==> config.mk <==
export PLATFORM = sky130hd
export DESIGN_NAME = smoldvi_timing_flat
export DESIGN_NICKNAME = d
export VERILOG_FILES = /design/src/rtl/smoldvi_timing_if.sv /design/src/rtl/smoldvi_timing.sv /design/src/flat_wrapper.sv
export SDC_FILE = /design/constraint.sdc
export NUM_CORES = 1
export LEC_CHECK = 0
export BUFFER_PORTS_ARGS = -buffer_cell sky130_fd_sc_hd__buf_2
export CAP_MARGIN = 30
export CORE_MARGIN = 3
export CORE_UTILIZATION = 25
export CTS_CLUSTER_SIZE = 14
export DETAILED_ROUTE_END_ITERATION = 10
export PLACE_DENSITY = 0.5
export SYNTH_ARGS = -nofsm -noshare
export SYNTH_HDL_FRONTEND = slang
export SYNTH_SLANG_ARGS = --single-unit
==> constraint.sdc <==
create_clock -name clk_pix -period 3.13 [get_ports clk_pix]
set_clock_uncertainty 0.15 [all_clocks]
set_input_delay 0.313 -clock clk_pix [delete_from_list [all_inputs] [get_ports clk_pix]]
set_output_delay 0.313 -clock clk_pix [all_outputs]
set_load 0.02 [all_outputs]
==> src/rtl/smoldvi_timing_if.sv <==
// Video timing bus: run enable in, syncs / data enable / pixel fetch requests out.
interface smoldvi_timing_if #(
  parameter int CW = 12
);
  logic          en;
  logic          hsync;
  logic          vsync;
  logic          den;
  logic          fetch_valid;
  logic [CW-1:0] fetch_x;
  logic [CW-1:0] fetch_y;
  logic          line_start;
  logic          frame_start;

  // Consumer side: drives the run enable, observes timing.
  modport master (
    output en,
    input  hsync, vsync, den, fetch_valid, fetch_x, fetch_y, line_start, frame_start
  );

  // Timing generator side.
  modport slave (
    input  en,
    output hsync, vsync, den, fetch_valid, fetch_x, fetch_y, line_start, frame_start
  );
endinterface

==> src/rtl/smoldvi_timing.sv <==
// DVI video timing controller: phase FSMs with down-counters for sync/den,
// a primary (h,v) position and a lead (h,v) position FETCH_LEAD pixels ahead
// that issues pixel fetch requests. All outputs are registered.
module smoldvi_timing #(
  parameter int H_ACTIVE   = 640,
  parameter int H_FRONT    = 16,
  parameter int H_SYNC     = 96,
  parameter int H_BACK     = 48,
  parameter int V_ACTIVE   = 480,
  parameter int V_FRONT    = 10,
  parameter int V_SYNC     = 2,
  parameter int V_BACK     = 33,
  parameter bit H_SYNC_POL = 1'b0,
  parameter bit V_SYNC_POL = 1'b0,
  parameter int FETCH_LEAD = 2,
  parameter int CW         = 12
) (
  input  logic            clk_pix,
  input  logic            rst_n_pix,
  smoldvi_timing_if.slave vid
);
  localparam int H_TOTAL = H_ACTIVE + H_FRONT + H_SYNC + H_BACK;
  localparam int V_TOTAL = V_ACTIVE + V_FRONT + V_SYNC + V_BACK;

  localparam logic [1:0] ST_ACT = 2'd0;
  localparam logic [1:0] ST_FP  = 2'd1;
  localparam logic [1:0] ST_SY  = 2'd2;
  localparam logic [1:0] ST_BP  = 2'd3;

  localparam logic [CW-1:0] ZERO       = {CW{1'b0}};
  localparam logic [CW-1:0] ONE        = CW'(1);
  localparam logic [CW-1:0] H_ACT_LEN  = CW'(H_ACTIVE);
  localparam logic [CW-1:0] H_FP_LEN   = CW'(H_FRONT);
  localparam logic [CW-1:0] H_SY_LEN   = CW'(H_SYNC);
  localparam logic [CW-1:0] H_BP_LEN   = CW'(H_BACK);
  localparam logic [CW-1:0] V_ACT_LEN  = CW'(V_ACTIVE);
  localparam logic [CW-1:0] V_FP_LEN   = CW'(V_FRONT);
  localparam logic [CW-1:0] V_SY_LEN   = CW'(V_SYNC);
  localparam logic [CW-1:0] V_BP_LEN   = CW'(V_BACK);
  localparam logic [CW-1:0] H_LAST     = CW'(H_TOTAL - 1);
  localparam logic [CW-1:0] V_LAST     = CW'(V_TOTAL - 1);
  // FETCH_LEAD < H_TOTAL, so the lead idle position never wraps the line.
  localparam logic [CW-1:0] LEAD_IDLE_H = CW'(FETCH_LEAD);

  logic [1:0]    h_state_r, h_state_s, v_state_r, v_state_s;
  logic [CW-1:0] h_cnt_r, h_cnt_s, v_cnt_r, v_cnt_s;
  logic [CW-1:0] h_pos_r, h_pos_s, v_pos_r, v_pos_s;
  logic [CW-1:0] lead_h_r, lead_h_s, lead_v_r, lead_v_s;
  logic          line_end_s;
  logic          den_s, lead_act_s;

  // Phase FSMs: horizontal steps every pixel, vertical only at the BP->ACT line boundary.
  always_comb begin
    h_state_s  = h_state_r;
    h_cnt_s    = h_cnt_r - ONE;
    v_state_s  = v_state_r;
    v_cnt_s    = v_cnt_r;
    line_end_s = 1'b0;
    if (h_cnt_r == ONE) begin
      case (h_state_r)
        ST_ACT:  begin h_state_s = ST_FP;  h_cnt_s = H_FP_LEN;  end
        ST_FP:   begin h_state_s = ST_SY;  h_cnt_s = H_SY_LEN;  end
        ST_SY:   begin h_state_s = ST_BP;  h_cnt_s = H_BP_LEN;  end
        ST_BP:   begin h_state_s = ST_ACT; h_cnt_s = H_ACT_LEN; line_end_s = 1'b1; end
        default: begin h_state_s = ST_ACT; h_cnt_s = H_ACT_LEN; end
      endcase
    end else begin
      h_state_s = h_state_r;
    end
    if (line_end_s) begin
      if (v_cnt_r == ONE) begin
        case (v_state_r)
          ST_ACT:  begin v_state_s = ST_FP;  v_cnt_s = V_FP_LEN;  end
          ST_FP:   begin v_state_s = ST_SY;  v_cnt_s = V_SY_LEN;  end
          ST_SY:   begin v_state_s = ST_BP;  v_cnt_s = V_BP_LEN;  end
          ST_BP:   begin v_state_s = ST_ACT; v_cnt_s = V_ACT_LEN; end
          default: begin v_state_s = ST_ACT; v_cnt_s = V_ACT_LEN; end
        endcase
      end else begin
        v_cnt_s = v_cnt_r - ONE;
      end
    end else begin
      v_cnt_s = v_cnt_r;
    end
  end

  // Primary and lead raster positions; both wrap at line and frame ends identically.
  always_comb begin
    h_pos_s  = h_pos_r + ONE;
    v_pos_s  = v_pos_r;
    lead_h_s = lead_h_r + ONE;
    lead_v_s = lead_v_r;
    if (h_pos_r == H_LAST) begin
      h_pos_s = ZERO;
      if (v_pos_r == V_LAST) begin
        v_pos_s = ZERO;
      end else begin
        v_pos_s = v_pos_r + ONE;
      end
    end else begin
      h_pos_s = h_pos_r + ONE;
    end
    if (lead_h_r == H_LAST) begin
      lead_h_s = ZERO;
      if (lead_v_r == V_LAST) begin
        lead_v_s = ZERO;
      end else begin
        lead_v_s = lead_v_r + ONE;
      end
    end else begin
      lead_h_s = lead_h_r + ONE;
    end
  end

  // Decode of the current positions feeding the output registers.
  always_comb begin
    den_s      = (h_state_r == ST_ACT) && (v_state_r == ST_ACT);
    lead_act_s = (lead_h_r < H_ACT_LEN) && (lead_v_r < V_ACT_LEN);
  end

  // Timing state: parked at the idle position in reset or while disabled.
  always_ff @(posedge clk_pix or negedge rst_n_pix) begin
    if (!rst_n_pix) begin
      h_state_r <= ST_ACT;     h_cnt_r  <= H_ACT_LEN;
      v_state_r <= ST_BP;      v_cnt_r  <= ONE;
      h_pos_r   <= ZERO;       v_pos_r  <= V_LAST;
      lead_h_r  <= LEAD_IDLE_H; lead_v_r <= V_LAST;
    end else if (!vid.en) begin
      h_state_r <= ST_ACT;     h_cnt_r  <= H_ACT_LEN;
      v_state_r <= ST_BP;      v_cnt_r  <= ONE;
      h_pos_r   <= ZERO;       v_pos_r  <= V_LAST;
      lead_h_r  <= LEAD_IDLE_H; lead_v_r <= V_LAST;
    end else begin
      h_state_r <= h_state_s;  h_cnt_r  <= h_cnt_s;
      v_state_r <= v_state_s;  v_cnt_r  <= v_cnt_s;
      h_pos_r   <= h_pos_s;    v_pos_r  <= v_pos_s;
      lead_h_r  <= lead_h_s;   lead_v_r <= lead_v_s;
    end
  end

  // Output registers: one cycle behind the position; idle values while disabled.
  always_ff @(posedge clk_pix or negedge rst_n_pix) begin
    if (!rst_n_pix) begin
      vid.hsync       <= ~H_SYNC_POL;
      vid.vsync       <= ~V_SYNC_POL;
      vid.den         <= 1'b0;
      vid.line_start  <= 1'b0;
      vid.frame_start <= 1'b0;
      vid.fetch_valid <= 1'b0;
      vid.fetch_x     <= ZERO;
      vid.fetch_y     <= ZERO;
    end else if (!vid.en) begin
      vid.hsync       <= ~H_SYNC_POL;
      vid.vsync       <= ~V_SYNC_POL;
      vid.den         <= 1'b0;
      vid.line_start  <= 1'b0;
      vid.frame_start <= 1'b0;
      vid.fetch_valid <= 1'b0;
      vid.fetch_x     <= ZERO;
      vid.fetch_y     <= ZERO;
    end else begin
      vid.hsync       <= (h_state_r == ST_SY) ? H_SYNC_POL : ~H_SYNC_POL;
      vid.vsync       <= (v_state_r == ST_SY) ? V_SYNC_POL : ~V_SYNC_POL;
      vid.den         <= den_s;
      vid.line_start  <= den_s && (h_pos_r == ZERO);
      vid.frame_start <= den_s && (h_pos_r == ZERO) && (v_pos_r == ZERO);
      vid.fetch_valid <= lead_act_s;
      if (lead_act_s) begin
        vid.fetch_x <= lead_h_r;
        vid.fetch_y <= lead_v_r;
      end else begin
        vid.fetch_x <= vid.fetch_x;
        vid.fetch_y <= vid.fetch_y;
      end
    end
  end
endmodule

==> src/flat_wrapper.sv <==
// flat-port wrapper written by rule: the top's interface ports become plain ports
module smoldvi_timing_flat 
#(
  parameter int H_ACTIVE   = 640,
  parameter int H_FRONT    = 16,
  parameter int H_SYNC     = 96,
  parameter int H_BACK     = 48,
  parameter int V_ACTIVE   = 480,
  parameter int V_FRONT    = 10,
  parameter int V_SYNC     = 2,
  parameter int V_BACK     = 33,
  parameter bit H_SYNC_POL = 1'b0,
  parameter bit V_SYNC_POL = 1'b0,
  parameter int FETCH_LEAD = 2,
  parameter int CW         = 12
)
  (clk_pix, rst_n_pix, vid_en, vid_hsync, vid_vsync, vid_den, vid_fetch_valid, vid_fetch_x, vid_fetch_y, vid_line_start, vid_frame_start);
  smoldvi_timing_if #(.CW(CW)) vid_i ();
  input  logic clk_pix;
  input  logic rst_n_pix;
  input wire logic [$bits(vid_i.en)-1:0] vid_en;
  output wire logic [$bits(vid_i.hsync)-1:0] vid_hsync;
  output wire logic [$bits(vid_i.vsync)-1:0] vid_vsync;
  output wire logic [$bits(vid_i.den)-1:0] vid_den;
  output wire logic [$bits(vid_i.fetch_valid)-1:0] vid_fetch_valid;
  output wire logic [$bits(vid_i.fetch_x)-1:0] vid_fetch_x;
  output wire logic [$bits(vid_i.fetch_y)-1:0] vid_fetch_y;
  output wire logic [$bits(vid_i.line_start)-1:0] vid_line_start;
  output wire logic [$bits(vid_i.frame_start)-1:0] vid_frame_start;
  assign vid_i.en = vid_en;
  assign vid_hsync = vid_i.hsync;
  assign vid_vsync = vid_i.vsync;
  assign vid_den = vid_i.den;
  assign vid_fetch_valid = vid_i.fetch_valid;
  assign vid_fetch_x = vid_i.fetch_x;
  assign vid_fetch_y = vid_i.fetch_y;
  assign vid_line_start = vid_i.line_start;
  assign vid_frame_start = vid_i.frame_start;
  smoldvi_timing #(.H_ACTIVE(H_ACTIVE), .H_FRONT(H_FRONT), .H_SYNC(H_SYNC), .H_BACK(H_BACK), .V_ACTIVE(V_ACTIVE), .V_FRONT(V_FRONT), .V_SYNC(V_SYNC), .V_BACK(V_BACK), .H_SYNC_POL(H_SYNC_POL), .V_SYNC_POL(V_SYNC_POL), .FETCH_LEAD(FETCH_LEAD), .CW(CW)) u_core (.clk_pix(clk_pix), .rst_n_pix(rst_n_pix), .vid(vid_i));
endmodule
* Word-level counts from Yosys, hierarchy flattened
Index checks and enable logic that the tools add are counted.
** Operators by class
- Add/sub/neg operators :: 6
- $lt $le $gt $ge :: 2
- Eq/ne operators :: 18
- Muxes and demuxes :: 38
- Reduce and logical (&&, ||, !) cells :: 9
** Operators by type and width (number)
- 12-bit two-way mux :: 19
- 12-bit case mux with 4 select lines :: 2
- 12-bit by 1-bit adder with 12-bit output, second input constant :: 4
- 12-bit by 10-bit equality test with 1-bit output, second input constant :: 4
- 12-bit by 1-bit equality test with 1-bit output, second input constant :: 2
- 12-bit logical NOT :: 2
- 12-bit by 1-bit subtractor with 12-bit output, second input constant :: 2
- 2-bit case mux with 4 select lines :: 2
- 12-bit by 10-bit less-than comparator with 1-bit output, second input constant :: 1
- 12-bit by 9-bit less-than comparator with 1-bit output, second input constant :: 1
- 2-bit by 1-bit != test with 1-bit output, second input constant :: 6
- 1-bit two-way mux :: 10
- 2-bit two-way mux :: 5
- 2-bit equality test, second input constant :: 4
- 2-bit by 1-bit equality test with 1-bit output, second input constant :: 2
- 1-bit logical AND :: 4
- 2-bit logical NOT :: 2
- 2-bit AND reduction :: 1
** Word-level totals
- Register bits after elaboration :: 106
- Bits of input ports :: 3
- Output and inout port bits :: 30
- Word-level logic and storage cells :: 89

* Longest topological paths before layout
- Depth after elaboration :: 5
- Gate-level depth with buffers :: 8
- Gate-level depth less buffers :: 6

* Worst setup path after synthesis
No wires, ideal clock.
- Kind :: register to register
- Start point :: register u_core.v_cnt_r[0]
- End point :: register u_core.v_cnt_r[3]
- Setup time :: 122 ps
- Data arrival time :: 2231 ps
- Required time :: 2858 ps
- Slack :: 627 ps
- Stages on the path, launching flop included :: 7
- Buffers on the path :: 1
- Period minus slack after synthesis :: 2503 ps
- Cells stage by stage :: dfstp_2 > ha_1 > or4b_1 > or4_1 > buf_2 > mux2_1 > a32o_1
** On the way
- Longest elaborated chain between the ends :: 4
- Elaborated cells on any way between the ends :: 5
- Those cells by class :: add/sub (1); eq/ne (1); mux (3)
** RTL lines
- from (decl) :: line smoldvi_timing.sv:46 : logic [CW-1:0] h_cnt_r, h_cnt_s, v_cnt_r, v_cnt_s;
- from (signal assigned) :: line smoldvi_timing.sv:135 : v_state_r <= v_state_s; v_cnt_r <= v_cnt_s;
- 12-bit by 1-bit subtractor with 12-bit output or 12-bit by 1-bit equality test with 1-bit output (tied branches) :: line smoldvi_timing.sv:80, smoldvi_timing.sv:71
- 12-bit two-way mux * :: line smoldvi_timing.sv:71 : if (v_cnt_r == ONE) begin
- 12-bit two-way mux * :: line smoldvi_timing.sv:70 : if (line_end_s) begin
- 12-bit two-way mux * :: line smoldvi_timing.sv:128 : end else if (!vid.en) begin
Every way passes the cells marked *; elsewhere a longest branch is shown, timed or not. The select of a mux whose other input is x is not followed.
A chain may end at the register's enable or synchronous reset.

* Worst setup path in the final report
- Start point :: register u_core.h_cnt_r[1]
- End point :: register u_core.v_cnt_r[2]
** On the way
- Longest elaborated chain between the ends :: 3
** RTL lines
- from (decl) :: line smoldvi_timing.sv:46
- from (signal assigned) :: line smoldvi_timing.sv:134 : h_state_r <= h_state_s; h_cnt_r <= h_cnt_s;
- 12-bit by 1-bit equality test with 1-bit output :: line smoldvi_timing.sv:59 : if (h_cnt_r == ONE) begin
- 1-bit two-way mux :: line smoldvi_timing.sv:59
- 2-bit by 1-bit != test with 1-bit output (no source line)
Every way passes these cells.

==> impl_metrics.ini <==
[die]
num_io_pins = 33
initial_core_util_pct = 25.9
die_area_um2 = 24000
core-area_um2 = 21400
dieHeight_um = 155
rows = 53
die_x_um = 155

[final_layout]
final_common_cell = dfrtp_1
diodes = 0
num-nets-final = 626
drive_gt1_share_pct = 14.7
synthToLayoutAreaGrowth_pct = 15.5
mostFrequentLayoutCells = dfrtp_1 (92), nor2_1 (70), nand2_1 (34), nand3_1 (31), buf_2 (31)
layout.cells.non_filler = 882

[status]
status = finished, final reports clean

[global_route]
grt_start_max_net_pins = 68
grt_use_total_pct = 10.9
grt_pass1_wl_um = 21500
antenna_found_initial = 0
grt_remaining_overflow = 0
first_global_vias = 4254

[yosys]
synth.distinct_cells = 56
async_flop_share_pct = 100
synthXorXnorAreaFrac_pct = 4.10
synth_compound_gate_area_share_pct = 10.7
syn_nets = 593
ys_seq_area_share_pct = 48.1
yosys.area_share.simple_pct = 24.2
synth_edf_count = 0
netlist_instances = 569
synth_adder_area_share_pct = 4.74
ys_ff_latch = 106
yosys_warnings = 0
synth_area_um2 = 5550
synthFlopType = dfrtp_1
syn_area_per_cell_um2 = 9.75
synth_top_family_by_area = simple AND/OR/NAND/NOR gates
synth_mux_area_share_pct = 4.76

[worst_setup_path]
slowest_delay_ps = 750
endpoint_kind = flop
r2r_cells = 6
start_kind = flop
path_max_fanout = 15
crit_start = u_core.h_cnt_r[1]
r2r_start = u_core.h_cnt_r[1]
arrival_ps = 2860
reg2reg_slack_ps = 390
crit_type = reg -> reg
worstPathRequired_ps = 3260
slowest_stage = or4_1
path_cells = inv_1 -> ha_1 -> or3b_2 -> or4_1 -> or4_1 -> a21oi_1
crit_top_cell = or4_1

[routing]
routed_wirelength_um = 12800
dr_total_vias = 4389
ant_nets = 0
drt_iter0_drc = 292
first_pass_iters = 4
viasPerCell = 4.98
avgRoutedWirePerCell_um = 14.5
drc = 0

[timing]
fin_setup_tns_ps = 0
slew_headroom_pct = 42.4
setup_viol = 0
fin_crit_ps = 2740
maxSlewViolCount = 0
rsz0062_at_grt = false
hold_viol = 0
period_share_pct = 87.5
max_freq_ghz = 0.365
tightest_slew_ps = 864

[cts]
htree_num_levels = 3
ctsRootBufferMaster = clkbuf_16
clock_latency_ps = 350
post_cts_resized = 0
cts_buffer_depth = 2
clk_pin_slew_ps = 70
hold_buffers = 1
postCtsSetupRepairBufs = 0
numCtsBuffers = 9
cts_tree = built
numClockSinks = 106

[job]
maxCapViolations = 0

[hold_path]
worstHoldPathType = in -> reg
min_from = vid_en
whs_path_depth = 2

[placed_design]
dpl.hpwl_um = 8850
buffer_ports.inserted = 32
dp_cells = 865
gp_congestion = 0.803

[power_and_ir_drop]
ir_drop_mv = 0.309
p_per_area_nw_per_um2 = 447
cellLeakagePower_nw = 2.72
## metrics by stage
step / worst slack [ps] / cell area (um2) / total power, mW / hold slack [ps] / utilization, %
after floorplan: 627 / 5550 / 1.59 / -133 / -
after global placement: 430 / 6080 / 1.66 / 335 / 28.4
after detailed placement: 405 / 6080 / 1.67 / 352 / 28.4
after CTS: 385 / 6410 / 2.92 / 142 / 29.9
after global routing: 281 / 6410 / 3.01 / 165 / 29.9
final: 392 / 6410 / 2.86 / 146 / 29.9
## layer usage
layer  part of all wire [%]  GRT usage [%]  wire length, um  vias to the layer above
met3                    3.0           2.39              384                       15
li1                       -              -                -                     2138
met5                      0              0                0                        -
met1                     49           14.4             6200                     2172
met4                    1.3           3.11              166                        0
met2                     47           17.8             6010                       64
## logic make-up (layout without fill, tap and decap cells)
kind of cell,after synthesis,in the layout
and+or+nand+nor,254,254
xor gates and xnor gates,26,26
DFF,106,106
adders and majority gates,21,21
AOI/OAI and AO/OA,88,88
muxes,26,26
buffers and inverters,48,86
## Yosys cell counts (3+ instances only)
| cell type | count | share of area, % |
|---|---|---|
| a22o_1 | 7 | 1.1 |
| nor4b_1 | 4 | 0.63 |
| xnor2_1 | 16 | 2.5 |
| mux2i_1 | 23 | 4.1 |
| a21oi_1 | 19 | 1.7 |
| clkbuf_1 | 20 | 1.4 |
| nand3_1 | 31 | 2.8 |
| a31oi_1 | 7 | 0.79 |
| and3_1 | 11 | 1.2 |
| or3b_2 | 4 | 0.63 |
| nand2b_1 | 3 | 0.34 |
| nor3_1 | 30 | 2.7 |
| or4_1 | 15 | 2.0 |
| dfstp_2 | 14 | 6.6 |
| nand2_1 | 34 | 2.3 |
| o31ai_1 | 5 | 0.68 |
| xor2_1 | 10 | 1.6 |
| inv_1 | 23 | 1.6 |
| nand4_1 | 13 | 1.5 |
| a21o_1 | 4 | 0.54 |
| buf_2 | 4 | 0.36 |
| nor4_1 | 15 | 1.7 |
| nor3b_1 | 3 | 0.41 |
| dfrtp_1 | 92 | 41 |
| a211o_1 | 5 | 0.79 |
| o21ai_0 | 20 | 1.8 |
| or4b_1 | 3 | 0.54 |
| nor2_1 | 70 | 4.7 |
| or3_1 | 5 | 0.56 |
| ha_1 | 21 | 4.7 |
## sequential cells by signal, indices dropped and copies added (netlist names), 2 cells and up
register	flops
u_core.v_state_r	2
u_core.v_cnt_r	12
u_core.h_pos_r	12
u_core.h_state_r	2
u_core.h_cnt_r	12
u_core.vid.fetch_x	12
u_core.v_pos_r	12
u_core.lead_v_r	12
u_core.lead_h_r	12
u_core.vid.fetch_y	12
## worst paths after layout
kind	to
setup / recovery	u_core.v_cnt_r[2]
hold / removal	u_core.vid.hsync
setup reg to reg	u_core.v_cnt_r[2]
hold reg to reg	u_core.h_pos_r[0]
max in group asynchronous	u_core.lead_h_r[1]
min in group asynchronous	u_core.vid.fetch_valid
## report_power, final
group          internal [mW]  switching (mW)
Sequential              1.41          0.0449
Combinational         0.0728           0.116
Clock                  0.709           0.515
Total                   2.19           0.676
## critical path, delay by kind of cell (launching register included)
| family | cells | cell delay, ps |
|---|---|---|
| buffers and inverters | 1 | 80 |
| DFF | 1 | 400 |
| AOI/OAI and AO/OA | 1 | 130 |
| and+or+nand+nor | 3 | 1760 |
| adders and majority gates | 1 | 150 |
## final cells by class
class | count | area, um2
tap | 275 | 344
clock inverter | 5 | 86.3
inverter | 24 | 90.1
multi-input combinational | 415 | 2720
fill | 2203 | 15000
clock buffer | 11 | 233
sequential | 106 | 2670
timing repair buffer | 46 | 270
(Power assumes the default switching activity.)
